===== config.mk =====
export PLATFORM = sky130hd
export DESIGN_NAME = fx_cmd_bridge
export DESIGN_NICKNAME = d
export VERILOG_FILES = /design/src/rtl/fx_bus_pkg.sv /design/src/rtl/fx_byte_timer.sv /design/src/rtl/fx_cmd_bridge.sv
export SDC_FILE = /design/constraint.sdc
export NUM_CORES = 1
export LEC_CHECK = 0
export ABC_CLOCK_PERIOD_IN_PS = 2620
export CAP_MARGIN = 20
export CORE_ASPECT_RATIO = 0.6
export CORE_UTILIZATION = 40
export CTS_CLUSTER_DIAMETER = 120
export DETAILED_ROUTE_END_ITERATION = 8
export DONT_BUFFER_PORTS = 1
export GPL_TIMING_DRIVEN = 0
export PLACE_DENSITY = 0.53
export SYNTH_ARGS = -nofsm -noshare
export SYNTH_HDL_FRONTEND = slang
export SYNTH_HIERARCHICAL = 1
export SYNTH_SLANG_ARGS = --single-unit

===== constraint.sdc =====
create_clock -name clk_sys -period 2.62 [get_ports clk_sys]
set_input_delay 0.262 -clock clk_sys [delete_from_list [all_inputs] [get_ports clk_sys]]
set_output_delay 0.262 -clock clk_sys [all_outputs]
set_load 0.02 [all_outputs]

===== src/rtl/fx_bus_pkg.sv =====
// fx_bus_pkg: frame headers, response codes, address width and bridge FSM states.
package fx_bus_pkg;
  localparam logic [7:0] FX_HDR_WR = 8'hA5;
  localparam logic [7:0] FX_HDR_RD = 8'h5A;
  localparam logic [7:0] FX_ACK = 8'hAC;
  localparam logic [7:0] FX_NAK = 8'hEE;
  localparam int FX_ADDR_W = 22;
  typedef enum logic [3:0] {
    IDLE, ADR2, ADR1, ADR0, DATA, CHK, WR, RD, RCAP, RESP
  } fx_state_e;
endpackage


===== src/rtl/fx_byte_timer.sv =====
// fx_byte_timer: inter-byte watchdog, counts while run and not cleared, flags at the limit.
module fx_byte_timer #(
  parameter logic [15:0] TIMEOUT_CYC = 16'd50000
) (
  input  logic clk_sys,
  input  logic rst_n,
  input  logic clear,
  input  logic run,
  output logic expired
);
  logic [15:0] cnt_q;
  assign expired = run && cnt_q == TIMEOUT_CYC;
  always_ff @(posedge clk_sys or negedge rst_n)
    if (!rst_n) cnt_q <= '0;
    else if (clear || !run) cnt_q <= '0;
    else if (!expired) cnt_q <= cnt_q + 16'd1;
endmodule


===== src/rtl/fx_cmd_bridge.sv =====
// fx_cmd_bridge: byte-stream command frames to fx bus write/read strobes with one response byte.
// Define FX_BRIDGE_CHKSUM_EN to require a trailing XOR checksum byte on every frame.
module fx_cmd_bridge
  import fx_bus_pkg::*;
#(
  parameter logic [15:0] TIMEOUT_CYC = 16'd50000
) (
  input  logic                 clk_sys,
  input  logic                 rst_n,
  input  logic [7:0]           rx_data,
  input  logic                 rx_vld,
  output logic                 rx_rdy,
  output logic [7:0]           tx_data,
  output logic                 tx_vld,
  input  logic                 tx_rdy,
  output logic [FX_ADDR_W-1:0] fx_waddr,
  output logic                 fx_wr,
  output logic [7:0]           fx_data,
  output logic [FX_ADDR_W-1:0] fx_raddr,
  output logic                 fx_rd,
  input  logic [7:0]           fx_q,
  output logic                 busy,
  output logic [7:0]           err_cnt
);
  fx_state_e state_q;
  logic [FX_ADDR_W-1:0] addr_q, fx_waddr_q, fx_raddr_q;
  logic [7:0] data_q, fx_data_q, tx_data_q, err_q, err_d;
  logic is_wr_q, tx_vld_q, fx_wr_q, fx_rd_q, acc, run, expired;
`ifdef FX_BRIDGE_CHKSUM_EN
  logic [7:0] chk_q;
`endif
  // rx_rdy is gated by rst_n so it reads low during reset and high on the first cycle after
  assign rx_rdy = rst_n && state_q inside {IDLE, ADR2, ADR1, ADR0, DATA, CHK};
  assign acc = rx_vld && rx_rdy;
  assign run = state_q inside {ADR2, ADR1, ADR0, DATA, CHK};
  assign err_d = err_q + {7'd0, err_q != 8'hFF};
  assign busy = state_q != IDLE;
  assign tx_data = tx_data_q;
  assign tx_vld = tx_vld_q;
  assign fx_waddr = fx_waddr_q;
  assign fx_raddr = fx_raddr_q;
  assign fx_data = fx_data_q;
  assign fx_wr = fx_wr_q;
  assign fx_rd = fx_rd_q;
  assign err_cnt = err_q;
  fx_byte_timer #(.TIMEOUT_CYC(TIMEOUT_CYC)) u_timer (
    .clk_sys(clk_sys), .rst_n(rst_n), .clear(acc), .run(run), .expired(expired)
  );
  // Strobes and their address/data are loaded on the edge entering WR/RD so they are valid that whole cycle
  always_ff @(posedge clk_sys or negedge rst_n)
    if (!rst_n) begin
      state_q <= IDLE;
      addr_q <= '0;
      data_q <= '0;
      is_wr_q <= 1'b0;
      tx_data_q <= '0;
      tx_vld_q <= 1'b0;
      fx_wr_q <= 1'b0;
      fx_rd_q <= 1'b0;
      fx_waddr_q <= '0;
      fx_raddr_q <= '0;
      fx_data_q <= '0;
      err_q <= '0;
`ifdef FX_BRIDGE_CHKSUM_EN
      chk_q <= '0;
`endif
    end else begin
      fx_wr_q <= 1'b0;
      fx_rd_q <= 1'b0;
`ifdef FX_BRIDGE_CHKSUM_EN
      if (acc) chk_q <= (state_q == IDLE ? 8'h00 : chk_q) ^ rx_data;
`endif
      if (expired && !acc) begin
        state_q <= IDLE;
        err_q <= err_d;
      end else
        case (state_q)
          IDLE: if (acc) begin
            is_wr_q <= rx_data == FX_HDR_WR;
            if (rx_data == FX_HDR_WR || rx_data == FX_HDR_RD) state_q <= ADR2;
            else err_q <= err_d;
          end
          ADR2: if (acc) begin
            addr_q[21:16] <= rx_data[5:0];
            state_q <= ADR1;
          end
          ADR1: if (acc) begin
            addr_q[15:8] <= rx_data;
            state_q <= ADR0;
          end
          ADR0: if (acc) begin
            addr_q[7:0] <= rx_data;
`ifdef FX_BRIDGE_CHKSUM_EN
            state_q <= is_wr_q ? DATA : CHK;
`else
            state_q <= is_wr_q ? DATA : RD;
            fx_rd_q <= !is_wr_q;
            if (!is_wr_q) fx_raddr_q <= {addr_q[21:8], rx_data};
`endif
          end
          DATA: if (acc) begin
            data_q <= rx_data;
`ifdef FX_BRIDGE_CHKSUM_EN
            state_q <= CHK;
`else
            state_q <= WR;
            fx_wr_q <= 1'b1;
            fx_waddr_q <= addr_q;
            fx_data_q <= rx_data;
`endif
          end
`ifdef FX_BRIDGE_CHKSUM_EN
          CHK: if (acc) begin
            if (chk_q == rx_data) begin
              state_q <= is_wr_q ? WR : RD;
              fx_wr_q <= is_wr_q;
              fx_rd_q <= !is_wr_q;
              if (is_wr_q) begin
                fx_waddr_q <= addr_q;
                fx_data_q <= data_q;
              end else fx_raddr_q <= addr_q;
            end else begin
              state_q <= RESP;
              tx_data_q <= FX_NAK;
              tx_vld_q <= 1'b1;
              err_q <= err_d;
            end
          end
`endif
          WR: begin
            state_q <= RESP;
            tx_data_q <= FX_ACK;
            tx_vld_q <= 1'b1;
          end
          RD: state_q <= RCAP;
          RCAP: begin
            state_q <= RESP;
            tx_data_q <= fx_q;
            tx_vld_q <= 1'b1;
          end
          RESP: if (tx_rdy) begin
            state_q <= IDLE;
            tx_vld_q <= 1'b0;
          end
          default: state_q <= IDLE;
        endcase
    end
endmodule


Yosys cells after proc, flatten, opt, wreduce, memory -nomap -nowiden

Index checks and enable logic that the tools add are counted.
W data, S select, Z words.

Flip-flop bits (word level): 114
Input port bits: 20
Logic and storage cells: 94

Add/sub/neg operators: 2
Equality and inequality tests: 23
Muxes and demuxes: 25
Bitwise logic cells: 2
Reduce and logical (&&, ||, !) cells: 28

Operators by type and width:

| cell                    | count |
|---|---|
| $mux W16                | 2 |
| $mux W4                 | 8 |
| $mux W8                 | 4 |
| $pmux W4 S8             | 1 |
| $reduce_and A3 Y1       | 7 |
| $add A16 B1 Y16 const B | 1 |
| $eq A16 B16 Y1 const B  | 1 |
| $eq A4 B3 Y1 const B    | 4 |
| $pmux W8 S2             | 1 |
| $ne A3 B2 Y1 const B    | 5 |
| $add A8 B1 Y8           | 1 |
| $eq A4 B2 Y1 const B    | 2 |
| $eq A4 B4 Y1 const B    | 2 |
| $eq A8 B7 Y1 const B    | 1 |
| $eq A8 B8 Y1 const B    | 1 |
| $ne A8 B8 Y1 const B    | 1 |
| $reduce_bool A2 Y1      | 4 |
| $mux W1                 | 7 |
| $reduce_and A7 Y1       | 1 |
| $reduce_bool A6 Y1      | 1 |
| $reduce_bool A5 Y1      | 1 |
| $eq A4 B1 Y1 const B    | 1 |
| $logic_and A1 B1 Y1     | 4 |
| $logic_not A4 Y1        | 1 |
| 13 further kinds        | 18 |

Longest topological paths before layout

Word-level depth: 8
Gate-level depth with buffers: 10
Mapped depth without buffers: 8

Cells and area by module

Netlist, hierarchy kept.

Modules (own cells, without submodules):

| module        | instances | cells each | area each (µm²) | sequential area each (µm²) |
|---|---|---|---|---|
| fx_cmd_bridge | 1         | 274        | 4,160.2         | 2,452.4 |
| fx_byte_timer | 1         | 86         | 877.1           | 400.4 |

Worst setup path before layout

No wires, ideal clock.

Path type: reg-to-reg
From: reg state_q[2]
To: reg err_q[3], in the netlist err_cnt[3]
Arrival: 2.167 ns
Data required time: 2.540 ns
Slack: 0.373 ns
Stages on the path, launching flop included: 11
Path buffers: 2
Period minus slack after synthesis: 2.247 ns
Cells stage by stage: dfrtp_1 -> buf_4 -> and2_1 -> a211oi_1 -> and4bb_1 -> and4_1 -> buf_6 -> o31a_1 -> a41oi_4 -> nor3b_1 -> xor2_1

Elaborated cells on any way between the ends: 18

RTL lines:

| what                                                                | line                | RTL |
|---|---|---|
| start, declared                                                     | fx_cmd_bridge.sv:25 | `fx_state_e state_q;` |
| start signal, assigned                                              | fx_cmd_bridge.sv:96 | `state_q <= is_wr_q ? DATA : RD;` |
| $eq A4 B1 Y1, or another cell as far along                          | fx_cmd_bridge.sv:35 | `assign run = state_q inside {ADR2, ADR1, ADR0, DATA, CHK};` |
| $reduce_bool A5 Y1 (*)                                              | fx_cmd_bridge.sv:35 |  |
| via run                                                             | fx_cmd_bridge.sv:28 | `logic is_wr_q, tx_vld_q, fx_wr_q, fx_rd_q, acc, run, expired;` |
| $logic_and A1 B1 Y1 (*)                                             | fx_byte_timer.sv:12 | `assign expired = run && cnt_q == TIMEOUT_CYC;` |
| via expired                                                         | fx_cmd_bridge.sv:28 |  |
| $logic_and A1 B1 Y1 (*)                                             | fx_cmd_bridge.sv:73 | `if (expired && !acc) begin` |
| $ne A2 B2 Y1 (no line) / $reduce_bool A2 Y1 (equally long branches) | n/a                 |  |
| $reduce_and A3 Y1 (no line)                                         | n/a                 |  |
| end signal, assigned                                                | fx_cmd_bridge.sv:75 | `err_q <= err_d;` |
| end signal, assigned                                                | fx_cmd_bridge.sv:81 | `else err_q <= err_d;` |
| end, declared                                                       | fx_cmd_bridge.sv:27 | `logic [7:0] data_q, fx_data_q, tx_data_q, err_q, err_d;` |

The timed path passes the listed nets; every way through them passes the cells marked *.
A chain may end at the register's enable or synchronous reset.

Final worst setup path

From: reg state_q[2]
To: reg err_q[5], in the netlist err_cnt[5]

The elaborated chain is that of the path after synthesis.

==> run_results.csv <==
group,metric,value,unit
grt,first_global_vias,3155,
synthesis,post_synth.cell_area_avg,13.99,sq um
synthesis,ys_types,48,
synthesis,ys_top_cells_by_area,"sky130_fd_sc_hd__dfrtp_1 (57%), sky130_fd_sc_hd__mux2_2 (11%), sky130_fd_sc_hd__mux2_4 (8.6%), sky130_fd_sc_hd__xor2_1 (2.3%), sky130_fd_sc_hd__nor2_1 (1.3%)",
synthesis,postSynthRegisterBits,114,
synthesis,yosysSeqAreaShare,56.63,%
power_and_ir_drop,power_leakage,0.002846,uW
die,initial_utilization,41.36,%
synthesis,yosysTopAreaCellShare,56.63,%
die,floorplan.die_area,13060,sq um
final_layout,final_nets,426,
drt,detail_route.drc_violations,0,
setup_path,start_kind,"flip-flop",
run_status,failed_checks,"negative hold slack",
timing,fin_tns_setup,0,ns
run_status,status,"complete, but fails checks",
cts,clock_tree_from_tritoncts,"built",
drt,avgViaCountPerCell,5.256,
grt,first_pass_grt_wire_length,18370,um
drt,routed_vias,3043,
synthesis,synth-async-reset-ratio,100.0,%
cts,htree_levels,4,
timing,final_period_minus_worst_setup_slack,2.442,ns
timing,final_hold_viol_count,114,
final_layout,final_cell_area,6071,sq um
power_and_ir_drop,power_density,1186,nW/um^2
die,ioPinCount,93,
setup_path,critical_path_buf_inv_count,2,
setup_path,timing.critical_path.to_type,"flip-flop",
timing,final_critical_path_setup_slack,0.1777,ns
final_layout,final_core_utilization,49.85,%
die,fp.dieH,88.93,um
timing,timing_max_transition_violations_final,0,
cts,clk_latency,0.41,ns
timing,hold_slack,-0.4555,ns
placement,place_area,5244,sq um
final_layout,drive_above_1_share,31.64,%
placement,hpwlAfterDp,7264,um
timing,max_clock_freq,409.5,MHz
min_path,min-delay-path-class,"primary input to async pin",
setup_path,cp_slowest_cell,"sky130_fd_sc_hd__dfrtp_1",
run,max_cap_violations,0,
timing,timing.clock.skew,0.01282,ns
synthesis,synth_top_flop_cell,"sky130_fd_sc_hd__dfrtp_1",
cts,cts_root_buf,"sky130_fd_sc_hd__clkbuf_16",
setup_path,criticalPathCategory,"flip-flop to flip-flop",
placement,routabilityCongestion,0.7862,
grt,grt_antenna_before_repair,0,
setup_path,timing.critical_path.required,2.95,ns
drt,drt_first_iter_violations,121,
cts,cts.reportedPaths.clkPinSlew,0.06,ns
setup_path,cp_data_arrival_time,2.77,ns
synthesis,synthesis.nets,384,
grt,grt_start_max_net_pins,117,
cts,clockBufferDepth,2,
setup_path,worstPathMaxFanout,10,
drt,drt-pass1-iter-count,4,
final_layout,antenna-diode-count,0,
timing,slew_headroom,48.63,%
synthesis,synth.largest_area_cell,"sky130_fd_sc_hd__dfrtp_1",
die,rows,31,
placement,port_buffers,0,
placement,post-place-ws,-0.09410,ns
synthesis,syn_inst,360,
drt,avgRoutedWirePerCell,19.74,um
grt,grtUsageTotal,19.31,%
cts,clkSinkCount,114,
die,core_area,12180,sq um
drt,finalWirelength,11430,um
synthesis,synth_enable_flop_cells,0,
timing,rsz0062_at_grt,"false",
die,die-width,146.9,um
power_and_ir_drop,worst_ir_drop_vdd,0.0006005,V
synthesis,mappedNetlistArea,5037,sq um
synthesis,synthesis.yosys.warnings,6,
drt,route.antenna.remaining_nets,0,
power_and_ir_drop,total_power,7202,uW
setup_path,timing.critical_path.max_delay_family,"simple AND/OR/NAND/NOR gates",
cts,cts-buffers-inserted,17,
final_layout,fill_cells,1068,
setup_path,slowest_delay,0.35,ns
final_layout,syn2layout_area_growth,20.52,%
timing,worst-slew-pin-transition,0.7689,ns
timing,post-route-period-util,93.22,%
timing,report.final.setup_viol,0,
grt,gr-total-overflow,0,
setup_path,critical_path.cell_chain,"buf_4, and2_1, a211oi_4, and4bb_1, and4_1, buf_6, o31a_1, a41oi_4, nor3b_1, xor2_1",
## power breakdown
group          leakage, uW  total (uW)  internal (uW)  switching, uW
clock             0.000273        2270           1410            868
combinational      0.00110        1500            846            657
sequential         0.00147        3420           2400           1020
## synth_stat cells, types with 5 or more instances
cell,instances
sky130_fd_sc_hd__a21oi_1,8
sky130_fd_sc_hd__and3_1,6
sky130_fd_sc_hd__dfrtp_1,114
sky130_fd_sc_hd__inv_1,7
sky130_fd_sc_hd__mux2_2,47
sky130_fd_sc_hd__mux2_4,29
sky130_fd_sc_hd__nand2_1,15
sky130_fd_sc_hd__nand3_1,9
sky130_fd_sc_hd__nand4_1,5
sky130_fd_sc_hd__nor2_1,17
sky130_fd_sc_hd__nor4bb_1,6
sky130_fd_sc_hd__o21ai_0,6
sky130_fd_sc_hd__or3_1,5
sky130_fd_sc_hd__xor2_1,13
## registers in the layout (all words and copies together) (netlist names)
| signal | flops |
|---|---|
| fx_rd | 1 |
| tx_data | 8 |
| u_timer/cnt_q | 16 |
| tx_vld | 1 |
| err_cnt | 8 |
| fx_waddr | 22 |
| is_wr_q | 1 |
| fx_wr | 1 |
| addr_q | 22 |
| state_q | 4 |
| fx_raddr | 22 |
| fx_data | 8 |
## worst reg2reg max path, delay by kind of cell (launching register included)
family	cells	cell delay [ns]
buffers and inverters	2	0.32
AO/OA/AOI/OAI	3	0.60
XOR/XNOR	1	0.16
flip-flops	1	0.35
AND/OR/NAND/NOR	4	0.93
## per-stage QoR
step,hold slack (ns),std cells
finish,-0.4555,579
global route,-0.4835,579
CTS,-0.4654,574
floorplan,-0.03359,360
global placement,-0.03100,525
detailed placement,-0.03122,525
## metal layers
layer | share of wire (%) | vias to the layer above | track usage (%)
li1 | - | 1374 | -
met2 | 40 | 105 | 26.02
met1 | 49 | 1552 | 27.62
met4 | 1.2 | 0 | 6.818
met5 | 0 | - | 0
met3 | 9.5 | 12 | 7.959
## repair_timing
action,in CTS,in global routing
endpoints found under the setup margin,6,8
hold buffers,18,4
buffers inserted,0,1
resized for setup,1,2
endpoints found under the hold margin,153,118
pin swaps,0,1
## kinds of logic after synthesis
| logic type | share of synthesized area [%] |
|---|---|
| and+or+nand+nor | 11.65 |
| DFF | 56.63 |
| AOI/OAI and AO/OA | 4.670 |
| buffers and inverters | 3.353 |
| xor gates and xnor gates | 2.956 |
| muxes | 19.75 |
| adders and majority gates | 0.9936 |
## layout by cell type, fill, tap and decap left out, drive strengths merged, types with 2 or more instances in the layout
cell / instances
dfrtp: 114
mux2: 76
dlygate4sd3: 22
clkbuf: 21
nor2: 18
nand2: 15
xor2: 13
buf: 12
inv: 11
nand3: 9
a21oi: 9
nand4: 7
and3: 6
nor4bb: 6
o21ai: 6
or3: 5
a22o: 4
o22a: 4
xnor2: 4
ha: 4
clkinvlp: 4
nor3: 4
nor3b: 4
clkinv: 4
nand2b: 3
mux2i: 3
and4: 3
and2: 2
and2b: 2
nand4b: 2
a32oi: 2
nand3b: 2
bufinv: 2
and4bb: 2
a211oi: 2
## final timing paths
kind / cells past startpoint / slack [ns] / start / endpoint
max: 10 / 0.18 / state_q[2] / err_cnt[5]
min: 0 / -0.46 / rst_n / fx_waddr[9]
max reg2reg: 10 / 0.18 / state_q[2] / err_cnt[5]
min reg2reg: 1 / 0.50 / addr_q[3] / fx_waddr[3]
max in group asynchronous: 0 / 2.92 / rst_n / fx_waddr[19]
min in group clk_sys: 1 / 0.03 / rx_data[4] / addr_q[12]
## area by class of cell
type,count,area (sq um),area share (%)
plain buffers,15,142.6,2.350
multi-input cells,224,2033,33.49
clock buffers,17,425.4,7.007
clock inverters,14,156.4,2.576
repair buffers,23,227.7,3.751
flip-flops and latches,114,2853,46.99
well taps,165,206.4,3.401
inverters,7,26.28,0.4328
(Power assumes the default switching activity.)
